File: src/rtl/replay_pkg.sv
// Shared sizing helpers and types for the replay capture path.
// Window length, spike-time width and the "no spike" code all derive from the replay buffer depth.
package replay_pkg;

   localparam int NUM_CONTEXTS       = 2;
   localparam int DEFAULT_BUF_DEPTH  = 16;

   function automatic int window_of(input int buffer_depth);
      return buffer_depth / 2;
   endfunction

   function automatic int tw_of(input int buffer_depth);
      return $clog2(buffer_depth / 2) + 1;
   endfunction

   // "No spike" is one past the last legal capture time, so it always loses the min search.
   function automatic int no_spike_of(input int buffer_depth);
      return buffer_depth / 2;
   endfunction

   localparam int DEFAULT_TW = tw_of(DEFAULT_BUF_DEPTH);

   typedef logic [DEFAULT_TW-1:0] spike_time_t;

endpackage

File: src/rtl/replay_spike_capture_argmin.sv
// Combinational argmin over Q spike times: a balanced tree of pairwise compares.
// On equal times the lower neuron index wins, because the left operand is kept unless the right is strictly smaller.
module first_spike_argmin #(
   parameter int Q  = 16,
   parameter int TW = 4
) (
   input  logic [Q*TW-1:0]       times,
   output logic [TW-1:0]         min_time,
   output logic [$clog2(Q)-1:0]  min_idx
);

   localparam int IW     = $clog2(Q);
   localparam int LEVELS = IW;
   localparam int N      = 1 << LEVELS;

   logic [N*TW-1:0] base_t;
   logic [N*IW-1:0] base_i;

   // Pad to a power of two with all-ones times, which can never beat a real entry.
   always_comb begin
      base_t = '1;
      base_i = '0;
      for (int i = 0; i < Q; i++) begin
         base_t[i*TW +: TW] = times[i*TW +: TW];
         base_i[i*IW +: IW] = IW'(i);
      end
   end

   genvar lv;
   for (lv = 1; lv <= LEVELS; lv++) begin : g_lvl
      localparam int W = N >> lv;
      logic [2*W*TW-1:0] pt;
      logic [2*W*IW-1:0] px;
      logic [W*TW-1:0]   tv;
      logic [W*IW-1:0]   iv;

      if (lv == 1) begin : g_src
         assign pt = base_t;
         assign px = base_i;
      end else begin : g_src
         assign pt = g_lvl[lv-1].tv;
         assign px = g_lvl[lv-1].iv;
      end

      always_comb begin
         tv = '0;
         iv = '0;
         for (int i = 0; i < W; i++) begin
            if (pt[(2*i+1)*TW +: TW] < pt[(2*i)*TW +: TW]) begin
               tv[i*TW +: TW] = pt[(2*i+1)*TW +: TW];
               iv[i*IW +: IW] = px[(2*i+1)*IW +: IW];
            end else begin
               tv[i*TW +: TW] = pt[(2*i)*TW +: TW];
               iv[i*IW +: IW] = px[(2*i)*IW +: IW];
            end
         end
      end
   end

   assign min_time = g_lvl[LEVELS].tv;
   assign min_idx  = g_lvl[LEVELS].iv;

endmodule

File: src/rtl/replay_spike_capture.sv
// Captures per-neuron first-spike times over each replayed context window and
// hands a time vector plus winner-take-all result to the readout through a one-deep valid/ready register.
module replay_spike_capture
   import replay_pkg::*;
#(
   parameter int Q            = 16,
   parameter int BUFFER_DEPTH = 16
) (
   input  logic                              clk,
   input  logic                              rst,
   input  logic                              start_count,
   input  logic                              ctx_sel,
   input  logic [Q-1:0]                      spike_in,
   input  logic                              out_ready,
   output logic                              out_valid,
   output logic                              out_ctx,
   output logic [Q*tw_of(BUFFER_DEPTH)-1:0]  out_times,
   output logic                              winner_valid,
   output logic [$clog2(Q)-1:0]              winner_idx,
   output logic                              overflow
);

   // Handshake: a result transfers on any edge where out_valid && out_ready.
   // out_* hold steady while out_valid=1 and out_ready=0; a commit arriving then is dropped and flagged in overflow.

   localparam int WINDOW = window_of(BUFFER_DEPTH);
   localparam int TW     = tw_of(BUFFER_DEPTH);
   localparam int IW     = $clog2(Q);
   localparam logic [TW-1:0] NO_SPIKE = TW'(no_spike_of(BUFFER_DEPTH));
   localparam logic [TW-1:0] LAST_T   = TW'(WINDOW - 1);

   logic [TW-1:0]   t;
   logic            ctx_q;
   logic [TW-1:0]   cap    [Q];
   logic [TW-1:0]   merged [Q];
   logic [TW-1:0]   fresh  [Q];
   logic [Q*TW-1:0] commit_times;

   logic toggle;
   logic in_window;
   logic commit_a;
   logic commit_b;
   logic commit;

   logic [TW-1:0] min_time;
   logic [IW-1:0] min_idx;
   logic          win_valid;
   logic [IW-1:0] win_idx;

   always_comb begin
      toggle    = (ctx_sel != ctx_q);
      in_window = (t < NO_SPIKE);
      commit_a  = start_count && !toggle && (t == LAST_T);
      // An early context switch commits whatever the old context caught so far.
      commit_b  = start_count && toggle && (t != '0) && in_window;
      commit    = commit_a || commit_b;
      commit_times = '0;
      for (int q = 0; q < Q; q++) begin
         merged[q] = (cap[q] == NO_SPIKE && spike_in[q] && in_window) ? t : cap[q];
         fresh[q]  = spike_in[q] ? '0 : NO_SPIKE;
         commit_times[q*TW +: TW] = commit_a ? merged[q] : cap[q];
      end
   end

   first_spike_argmin #(
      .Q  (Q),
      .TW (TW)
   ) u_argmin (
      .times    (commit_times),
      .min_time (min_time),
      .min_idx  (min_idx)
   );

   always_comb begin
      win_valid = (min_time != NO_SPIKE);
      win_idx   = win_valid ? min_idx : '0;
   end

   // Window counter and capture registers; the toggle cycle's spikes open the new window at t=0.
   always_ff @(posedge clk or posedge rst) begin
      if (rst) begin
         t     <= '0;
         ctx_q <= 1'b0;
         for (int q = 0; q < Q; q++) cap[q] <= NO_SPIKE;
      end else begin
         ctx_q <= ctx_sel;
         if (!start_count) begin
            t <= '0;
            for (int q = 0; q < Q; q++) cap[q] <= NO_SPIKE;
         end else if (toggle) begin
            t <= '0;
            for (int q = 0; q < Q; q++) cap[q] <= fresh[q];
         end else begin
            if (in_window) t <= t + TW'(1);
            for (int q = 0; q < Q; q++) cap[q] <= commit_a ? NO_SPIKE : merged[q];
         end
      end
   end

   always_ff @(posedge clk or posedge rst) begin
      if (rst) begin
         out_valid    <= 1'b0;
         out_ctx      <= 1'b0;
         out_times    <= {Q{NO_SPIKE}};
         winner_valid <= 1'b0;
         winner_idx   <= '0;
         overflow     <= 1'b0;
      end else if (commit) begin
         if (!out_valid || out_ready) begin
            out_valid    <= 1'b1;
            out_ctx      <= ctx_q;
            out_times    <= commit_times;
            winner_valid <= win_valid;
            winner_idx   <= win_idx;
         end else begin
            overflow <= 1'b1;
         end
      end else if (out_valid && out_ready) begin
         out_valid <= 1'b0;
      end
   end

endmodule

File: config.mk
export PLATFORM = sky130hd
export DESIGN_NAME = replay_spike_capture
export DESIGN_NICKNAME = d
export VERILOG_FILES = /design/src/rtl/replay_pkg.sv /design/src/rtl/replay_spike_capture_argmin.sv /design/src/rtl/replay_spike_capture.sv
export SDC_FILE = /design/constraint.sdc
export NUM_CORES = 1
export LEC_CHECK = 0
export CAP_MARGIN = 20
export CORE_ASPECT_RATIO = 1.5
export CORE_MARGIN = 2
export CORE_UTILIZATION = 45
export DETAILED_ROUTE_END_ITERATION = 12
export DONT_BUFFER_PORTS = 1
export GPL_ROUTABILITY_DRIVEN = 0
export HOLD_SLACK_MARGIN = 0.05
export PLACE_DENSITY_LB_ADDON = 0.3
export SLEW_MARGIN = 20
export SYNTH_ARGS = -nofsm -noshare
export SYNTH_HDL_FRONTEND = slang
export SYNTH_SLANG_ARGS = --single-unit
File: constraint.sdc
create_clock -name clk -period 8.6 [get_ports clk]
set_input_delay 1.29 -clock clk [delete_from_list [all_inputs] [get_ports clk]]
set_output_delay 1.29 -clock clk [all_outputs]
set_load 0.1 [all_outputs]
# After elaboration in Yosys (flattened, before gate mapping)
# Index checks and enable logic that the tools add are counted.
# word_totals
in_bits,21
rom_bits,0
memories,0
mem_bits_rw,0
wordCells,213
latch_bits,0
out_inout_bits,72
register_bits,141
# classes
n_shift,0
n_div,0
n_reduce_logical,47
magnitude_cmp,16
n_addsub,1
n_eq_ne,21
bitwise,1
n_mul,0
muxes,103
# op_table
op,n
$mux 4,84
$mux 64,2
$eq 4x4->1 const B,16
$lt 4x4->1,15
$logic_and 1x1->1,38
$mux 1,11
$mux 2,4
$mux 3,2
$reduce_and 2->1,3
$add 4x1->4 const B,1
$eq 4x3->1 const B,1
$lt 4x4->1 const B,1
$ne 4x4->1 const B,1
$reduce_bool 4->1,1
$ne 3x1->1 const B,1
$logic_not 1->1,2
$logic_or 1x1->1,2
$ne 2x1->1 const B,1
$reduce_bool 2->1,1
$ne 1x1->1,1
$not 1->1,1

# Longest topological paths before layout
# Gate-level depths: netlist of run 1.
# depth
word_depth,15
mapped_depth,36
ltp_nobuf,34

# Cells and area by module
# A second synthesis of run 1 with hierarchy kept.
# unflattened
hier_cells,845
area_unflattened_um2,8647.0
# by_module_without_submodules
mod,area_each_um2,cells_each,n_inst
replay_spike_capture,6276.0,544,1
first_spike_argmin,2371.0,301,1

# Worst setup path before layout of run 1
# OpenSTA, ideal clock, no wires.
# synth_timing
kind,input port to flip-flop
from,in ctx_sel
to,reg winner_idx[2]
n_path_buf,2
setup_ps,90
slack_ps,1213
required_ps,8510
stages,32
t_arrival_ps,7297
cell_sequence,xnor2_1 buf_2 nand2_1 clkbuf_1 o31a_1 ha_1 inv_1 nand2_1 or3_1 and3_1 mux2_2 ha_1 o21ai_0 nand2b_1 a21oi_1 a31oi_1 mux2_2 inv_1 ha_1 inv_1 o21bai_1 a2111oi_0 a31oi_1 nor3b_1 nor2_1 mux2i_1 inv_1 ha_1 a21oi_1 o221ai_1 or4_4 o221ai_1
# synth_between
elab_chain_len,15
word_cells_on_any_way,60
# synth_lines
element,line_no,rtl
from (decl),replay_spike_capture.sv:12,"input logic ctx_sel,"
$ne 1x1->1 (*),replay_spike_capture.sv:51,toggle = (ctx_sel != ctx_q);
$logic_not 1->1 (*),replay_spike_capture.sv:53,commit_a = start_count && !toggle && (t == LAST_T);
$logic_and 1x1->1 (*) (2 in series),replay_spike_capture.sv:53,
$mux 4 (*),replay_spike_capture.sv:61,commit_times[q*TW +: TW] = commit_a ? merged[q] : cap[q];
via commit_times[23],replay_spike_capture.sv:37,logic [Q*TW-1:0] commit_times;
$lt 4x4->1,replay_spike_capture_argmin.sv:49,if (pt[(2*i+1)*TW +: TW] < pt[(2*i)*TW +: TW]) begin
$mux 4 (*),replay_spike_capture_argmin.sv:49,
$lt 4x4->1,replay_spike_capture_argmin.sv:49,
$mux 4 (*),replay_spike_capture_argmin.sv:49,
$lt 4x4->1,replay_spike_capture_argmin.sv:49,
$mux 4,replay_spike_capture_argmin.sv:49,
$lt 4x4->1,replay_spike_capture_argmin.sv:49,
$mux 4,replay_spike_capture_argmin.sv:49,
$ne 4x4->1,replay_spike_capture.sv:75,win_valid = (min_time != NO_SPIKE);
$mux 4 (*),replay_spike_capture.sv:76,win_idx = win_valid ? min_idx : '0;
to (signal assigned),replay_spike_capture.sv:114,winner_idx <= win_idx;
to (decl),replay_spike_capture.sv:19,"output logic [$clog2(Q)-1:0] winner_idx,"
# The timed path passes the listed nets; every way through them passes the cells marked *.
# A chain may end at the register's enable or synchronous reset.

# Worst setup path after layout of run 1
# layout_timing
from,in start_count
to,reg winner_idx[1]
# layout_between
elab_chain_len,13
word_cells_on_any_way,62
# layout_lines
element,line_no,rtl
from (decl),replay_spike_capture.sv:11,"input logic start_count,"
$logic_and 1x1->1 (*) (2 in series),replay_spike_capture.sv:53,
$mux 4 (*),replay_spike_capture.sv:61,
via commit_times[29],replay_spike_capture.sv:37,
$lt 4x4->1,replay_spike_capture_argmin.sv:49,
$mux 4 (*),replay_spike_capture_argmin.sv:49,
$lt 4x4->1,replay_spike_capture_argmin.sv:49,
$mux 4,replay_spike_capture_argmin.sv:49,
$lt 4x4->1,replay_spike_capture_argmin.sv:49,
$mux 4,replay_spike_capture_argmin.sv:49,
$lt 4x4->1,replay_spike_capture_argmin.sv:49,
$mux 4,replay_spike_capture_argmin.sv:49,
$ne 4x4->1,replay_spike_capture.sv:75,
$mux 4 (*),replay_spike_capture.sv:76,
# Marked as above.

==> flow_metrics.tcl, run 1 <==
set metrics [dict create \
    status "complete, no violations" \
    portBuffers 0 \
    syn-num-nets 1050 \
    pwr-share-seq_pct 48.8 \
    syn_to_final_growth_pct 11.0 \
    p_leak_uw 0.00439 \
    ir_drop_v 0.000111 \
    cp_common_cell "inv_1" \
    slew_headroom_pct 32.4 \
    cts.path.max_buffers 2 \
    drive_above_1_share_pct 12.5 \
    cts.sinks 141 \
    yosysUniqueCellTypes 75 \
    finalHoldViolations 0 \
    ys_top_cells_by_count "a21oi_1 (124), dfrtp_1 (109), nor2_1 (107), nand2_1 (87), o21ai_0 (79)" \
    grt_first_pass_wirelength_mm 39.2 \
    cts_setup_buffers 0 \
    path_class "input port to flip-flop" \
    yosysTopAreaCell "dfrtp_1" \
    ctsResizeCount 0 \
    rows 62 \
    die_h_um 174 \
    use_met1_pct 27.2 \
    die-area_um2 20500 \
    syn_inst 972 \
    antenna_cells 0 \
    mappedNetlistArea_um2 8690 \
    finalSetupTns_ps 0 \
    p_int_uw 1460 \
    fmax_mhz 128 \
    worstMarginPinSlew_ps 1010 \
    cts_hold_buf 0 \
    synth.top_cell.area_share_pct 31.4 \
    power_density_nw_per_um2 261 \
    worst-path-max-fanout 12 \
    initialDrtViolationCount 478 \
    swShare_pct 41.9 \
    post-route-min-period_ps 7790 \
    drv_slew 0 \
    finalSetupViolCount 0 \
    finalCritPeriodShare_pct 90.6 \
    cts_tree "done" \
    rsz0062_at_grt "no" \
    nFillCells 1797 \
    ys_seq_elements 141 \
    vias 7293 \
    synth-edff-count 0 \
    fin_skew_ps 7.66 \
    grt_antenna_before_repair 0 \
    drc 0 \
    worst_setup_path_start_kind "input port" \
    firstDrtPassIters 4 \
    grt_pass1_vias 7315 \
    cap_violations 0 \
    drt_wl_total_mm 24.2 \
    hp-class "flip-flop to flip-flop" \
    via_per_inst 5.88 \
    p_clk_share_pct 31.3 \
    syn_area_per_cell_um2 8.94 \
    clock_latency_ps 430 \
    grt_use_met3_pct 4.59 \
    overflow 0 \
    crit_path_end_kind "flip-flop" \
    antenna_left 0 \
    combPwrFrac_pct 19.8 \
    arrival_ps 8120 \
    synthFlopType "dfrtp_1" \
    dieWidth_um 117 \
    critical_path_required_ps 8930 \
    r2r_cells 35 \
    nNetsFinal 1051 \
    ys_async_sr_fraction_pct 100 \
    start_util_pct 45.7 \
    yosysMostFrequentCell "a21oi_1" \
    gr-max-usage-layer "met2" \
    grt_max_degree 83 \
    ys_warn_count 0 \
    root_buffer "clkbuf_16" \
    slowest_stage "nand2_1" \
    wl_per_cell_um 19.5 \
    place_hpwl_mm 17.8 \
    max_stage_delay_ps 540 \
    switching_power_uw 1060 \
    cts_buffers 17 \
    gr-usage-met2_pct 43.1 \
    synthTopCellsByArea "dfrtp_1 (31%), dfstp_2 (9.7%), ha_1 (8.2%), a21oi_1 (7.1%), nor2_1 (4.6%)" \
    cts_max_level 4 \
    grt_use_total_pct 24.2 \
    power_uw 2520 \
    ios 93 \
    path_clk_slew_ps 60 \
    synth_seq_area_share_pct 41.1 \
    hold_path_depth 2 \
    core_area_um2 19000 \
]
path summary, 6_finish.rpt:
kind / slack [ps] / from / end
worst max-delay path: 810 / start_count / winner_idx[1]
worst min-delay path: 500 / cap[3] / cap[3]
worst max register to register: 990 / t[0] / winner_idx[1]
worst min register to register: 500 / cap[3] / cap[3]
max in group asynchronous: 6410 / rst / out_times[6]
min in group asynchronous: 830 / rst / out_valid
cells by family (layout without fill, tap and decap cells):
logic type / count (synthesis) / count (layout) / share of synthesized area, %
buffers and inverters: 106 / 119 / 4.68
xor gates and xnor gates: 3 / 3 / 0.389
muxes: 42 / 42 / 5.17
DFF: 141 / 141 / 41.1
adders and majority gates: 58 / 58 / 8.32
AOI/OAI and AO/OA: 320 / 320 / 23.1
and+or+nand+nor: 302 / 302 / 17.3
power groups by stage:
| stage | Combinational [µW] | Sequential [µW] | Clock [µW] |
|---|---|---|---|
| after CTS | 498 | 1230 | 796 |
| final | 500 | 1230 | 789 |
| after global placement | 487 | 1240 | 0 |
| after floorplan | 388 | 1220 | 0 |
| after detailed placement | 496 | 1240 | 0 |
| after global routing | 562 | 1240 | 825 |
critical path, delay by kind of cell:
kind / cells / cell delay, ps
AO/OA/AOI/OAI: 13 / 2380
AND/OR/NAND/NOR: 8 / 1970
adder cells (fa/ha/maj): 4 / 990
multiplexers: 3 / 870
buffers and inverters: 6 / 630
flip-flops by register name, summed over array words and instances, names as in the netlist:
| signal | flops |
|---|---|
| overflow | 1 |
| winner_idx | 4 |
| out_ctx | 1 |
| out_valid | 1 |
| t | 4 |
| ctx_q | 1 |
| winner_valid | 1 |
| cap | 64 |
| out_times | 64 |
layout make-up:
class | instances | area (µm²) | share of cell area [%]
Clock buffer | 21 | 460 | 4.78
Clock inverter | 10 | 164 | 1.70
Inverter | 69 | 264 | 2.74
Multi-Input combinational cell | 725 | 4720 | 49.0
Sequential cell | 141 | 3570 | 37.0
Tap cell | 256 | 320 | 3.32
Timing Repair Buffer | 19 | 143 | 1.48
per-layer routing:
metal / vias to the layer above / wire length [µm]
li1: 3499 / -
met1: 3525 / 9440
met3: 65 / 1310
met2: 204 / 12500
met5: - / 0
met4: 0 / 1010
cells in the final DEF (no fill, tap or decap), drive strengths merged, types with 4 or more instances in the layout:
master and count:
buf 19, nand4bb 8, nand2 87, inv 70
mux2 23, a22oi 7, a31oi 10, nor4 6
nor4bb 5, clkinvlp 4, clkbuf 21, o2bb2ai 4
dfrtp 109, o221ai 6, nand3 6, a41oi 7
a21o 15, nor3 22, o21a 8, nand3b 7
bufinv 4, o41ai 4, nand2b 10, or2 4
o311ai 4, mux2i 19, o31ai 5, nor2b 8
ha 57, dfstp 32, or3 5, a21oi 124
o21bai 7, and3 6, a211o 4, o21ai 80
o211ai 6, nor2 107, a21boi 7
stage by stage:
| stage | instance area [µm²] | utilization (%) | cells | hold slack, ps | setup slack, ps |
|---|---|---|---|---|---|
| 4_1_cts | 9640 | 50.7 | 1241 | 503 | 901 |
| 5_1_grt | 9640 | 50.7 | 1241 | 550 | 302 |
| 2_1_floorplan | 8690 | - | 972 | 476 | 1210 |
| 3_3_place_gp | 9010 | 47.4 | 1210 | 491 | 747 |
| 6_report | 9640 | 50.7 | 1241 | 501 | 813 |
| 3_5_place_dp | 9010 | 47.4 | 1210 | 492 | 492 |
Note: power is estimated with default switching activity, not from simulation.
==> run 2, diff against run 1 <==
--- a/config.mk
+++ b/config.mk
@@ -8,7 +8,7 @@
 export CAP_MARGIN = 20
 export CORE_ASPECT_RATIO = 1.5
 export CORE_MARGIN = 2
-export CORE_UTILIZATION = 45
+export CORE_UTILIZATION = 62
 export DETAILED_ROUTE_END_ITERATION = 12
 export DONT_BUFFER_PORTS = 1
 export GPL_ROUTABILITY_DRIVEN = 0
==> flow_metrics.tcl, run 2 (synthesis gave the netlist of run 1 again) <==
set metrics [dict create \
    start_util_pct 62.7 \
    hp-class "flip-flop to flip-flop" \
    grt_use_total_pct 31.2 \
    largestRegisters "cap (64), out_times (64)" \
    worst_setup_path_start_kind "flip-flop" \
    placed_cells 1116 \
    dieWidth_um 101 \
    worstMarginPinSlew_ps 1030 \
    cts.sinks 141 \
    portBuffers 0 \
    finalSetupTns_ps 0 \
    grt_use_met3_pct 4.73 \
    ios 93 \
    via_per_inst 6.45 \
    finalSetupViolCount 0 \
    fmax_mhz 126 \
    timing.hold.ws_ps 513 \
    gr-usage-met2_pct 52.6 \
    place_hpwl_mm 16.4 \
    final_common_cell "a21oi_1" \
    nNetsFinal 1048 \
    overflow 0 \
    nFillCells 1131 \
    cts.path.max_buffers 2 \
    die_h_um 149 \
    wl_per_cell_um 19.9 \
    critical_path_required_ps 8950 \
    slowest_stage "dfrtp_1" \
    post-route-min-period_ps 7950 \
    reg2reg_from "t[2]" \
    crit_path_end_kind "flip-flop" \
    min_from "cap[3]" \
    root_buffer "clkbuf_16" \
    mostFrequentLayoutCells "a21oi_1 (124), dfrtp_1 (109), nor2_1 (107)" \
    initialDrtViolationCount 461 \
    worst-path-max-fanout 21 \
    path_class "flip-flop to flip-flop" \
    syn_to_final_growth_pct 9.09 \
    cap_violations 0 \
    clock_latency_ps 440 \
    ir_drop_v 0.000183 \
    core_area_um2 13900 \
    die-area_um2 15000 \
    vias 7409 \
    slew_headroom_pct 31.5 \
    status "complete, no violations" \
    arrival_ps 8300 \
    antenna_left 0 \
    antenna_cells 0 \
    cts_hold_buf 0 \
    cts_tree "done" \
    drive_above_1_share_pct 12.5 \
    drt_wl_total_mm 22.9 \
    finalCritPeriodShare_pct 92.5 \
    gr-max-usage-layer "met2" \
    cts_buffers 17 \
    ctsResizeCount 0 \
    use_met1_pct 37.4 \
    rsz0062_at_grt "no" \
    cts_max_level 4 \
    crit_start "t[2]" \
    drv_slew 0 \
    cp_common_cell "nor2_1" \
    rows 53 \
    p_leak_uw 0.00438 \
    grt_first_pass_wirelength_mm 36.5 \
    max_stage_delay_ps 990 \
    cts_setup_buffers 0 \
    finalHoldViolations 0 \
    fin_skew_ps 11.5 \
    grt_pass1_vias 7292 \
    fin_cells 1148 \
    firstDrtPassIters 7 \
    drc 0 \
    grt_antenna_before_repair 0 \
    grt_max_degree 73 \
    power_density_nw_per_um2 262 \
    path_clk_slew_ps 60 \
    final_util_pct 68.4 \
]
==> run 2: cell count changes in the layout (fill, tap and decap cells not counted), moves of 2 or more <==
cell	before	now
bufinv_16	4	2
clkbuf_1	2	0
buf_4	19	16
inv_6	2	5
clkinv_4	0	4
clkinvlp_4	4	1
==> run 2: worst max-delay path, delay by kind of cell, from the launching register on <==
kind	cells	cell delay, ps
compound gates	11	2490
simple gates	11	2350
fa+ha+maj	4	1150
flops	1	990
mux	2	660
buf+inv	1	210
==> run 2: path summary, 6_finish.rpt <==
check | to | slack (ps) | cells after the start
max in group asynchronous | cap[6] | 6450 | 2
max reg2reg | winner_idx[2] | 650 | 29
max | winner_idx[2] | 650 | 29
min in group asynchronous | out_times[26] | 780 | 1
min reg2reg | cap[3] | 510 | 2
min | cap[3] | 510 | 2
==> run 2: where the power goes <==
part	switching, µW	total (µW)	internal (µW)
Sequential	462	1230	765
Clock	312	752	440
Combinational	305	505	200
Total	1080	2490	1410
==> run 2: through the flow <==
step / total power (µW) / setup slack [ps] / area (µm²)
after detailed placement: 1730 / 458 / 8880
after floorplan: 1610 / 1210 / 8690
after global routing: 2580 / 28.0 / 9480
after global placement: 1720 / 752 / 8880
after CTS: 2480 / 832 / 9480
final: 2490 / 649 / 9480
==> run 2: cell type report <==
| class | count | area (µm²) | area share [%] |
|---|---|---|---|
| clock buffer | 18 | 439 | 4.63 |
| clock inverter | 14 | 159 | 1.68 |
| inverter | 69 | 264 | 2.79 |
| tap | 165 | 206 | 2.18 |
| timing repair buffer | 16 | 120 | 1.27 |
| sequential | 141 | 3570 | 37.7 |
| multi-input combinational | 725 | 4720 | 49.8 |
==> run 2: metal layers <==
metal | wire (µm) | part of all wire [%] | up-vias
met3 | 1370 | 6.0 | 83
met1 | 9080 | 40 | 3542
met4 | 1160 | 5.1 | 0
li1 | - | - | 3494
met2 | 11200 | 49 | 290
met5 | 0 | 0 | -
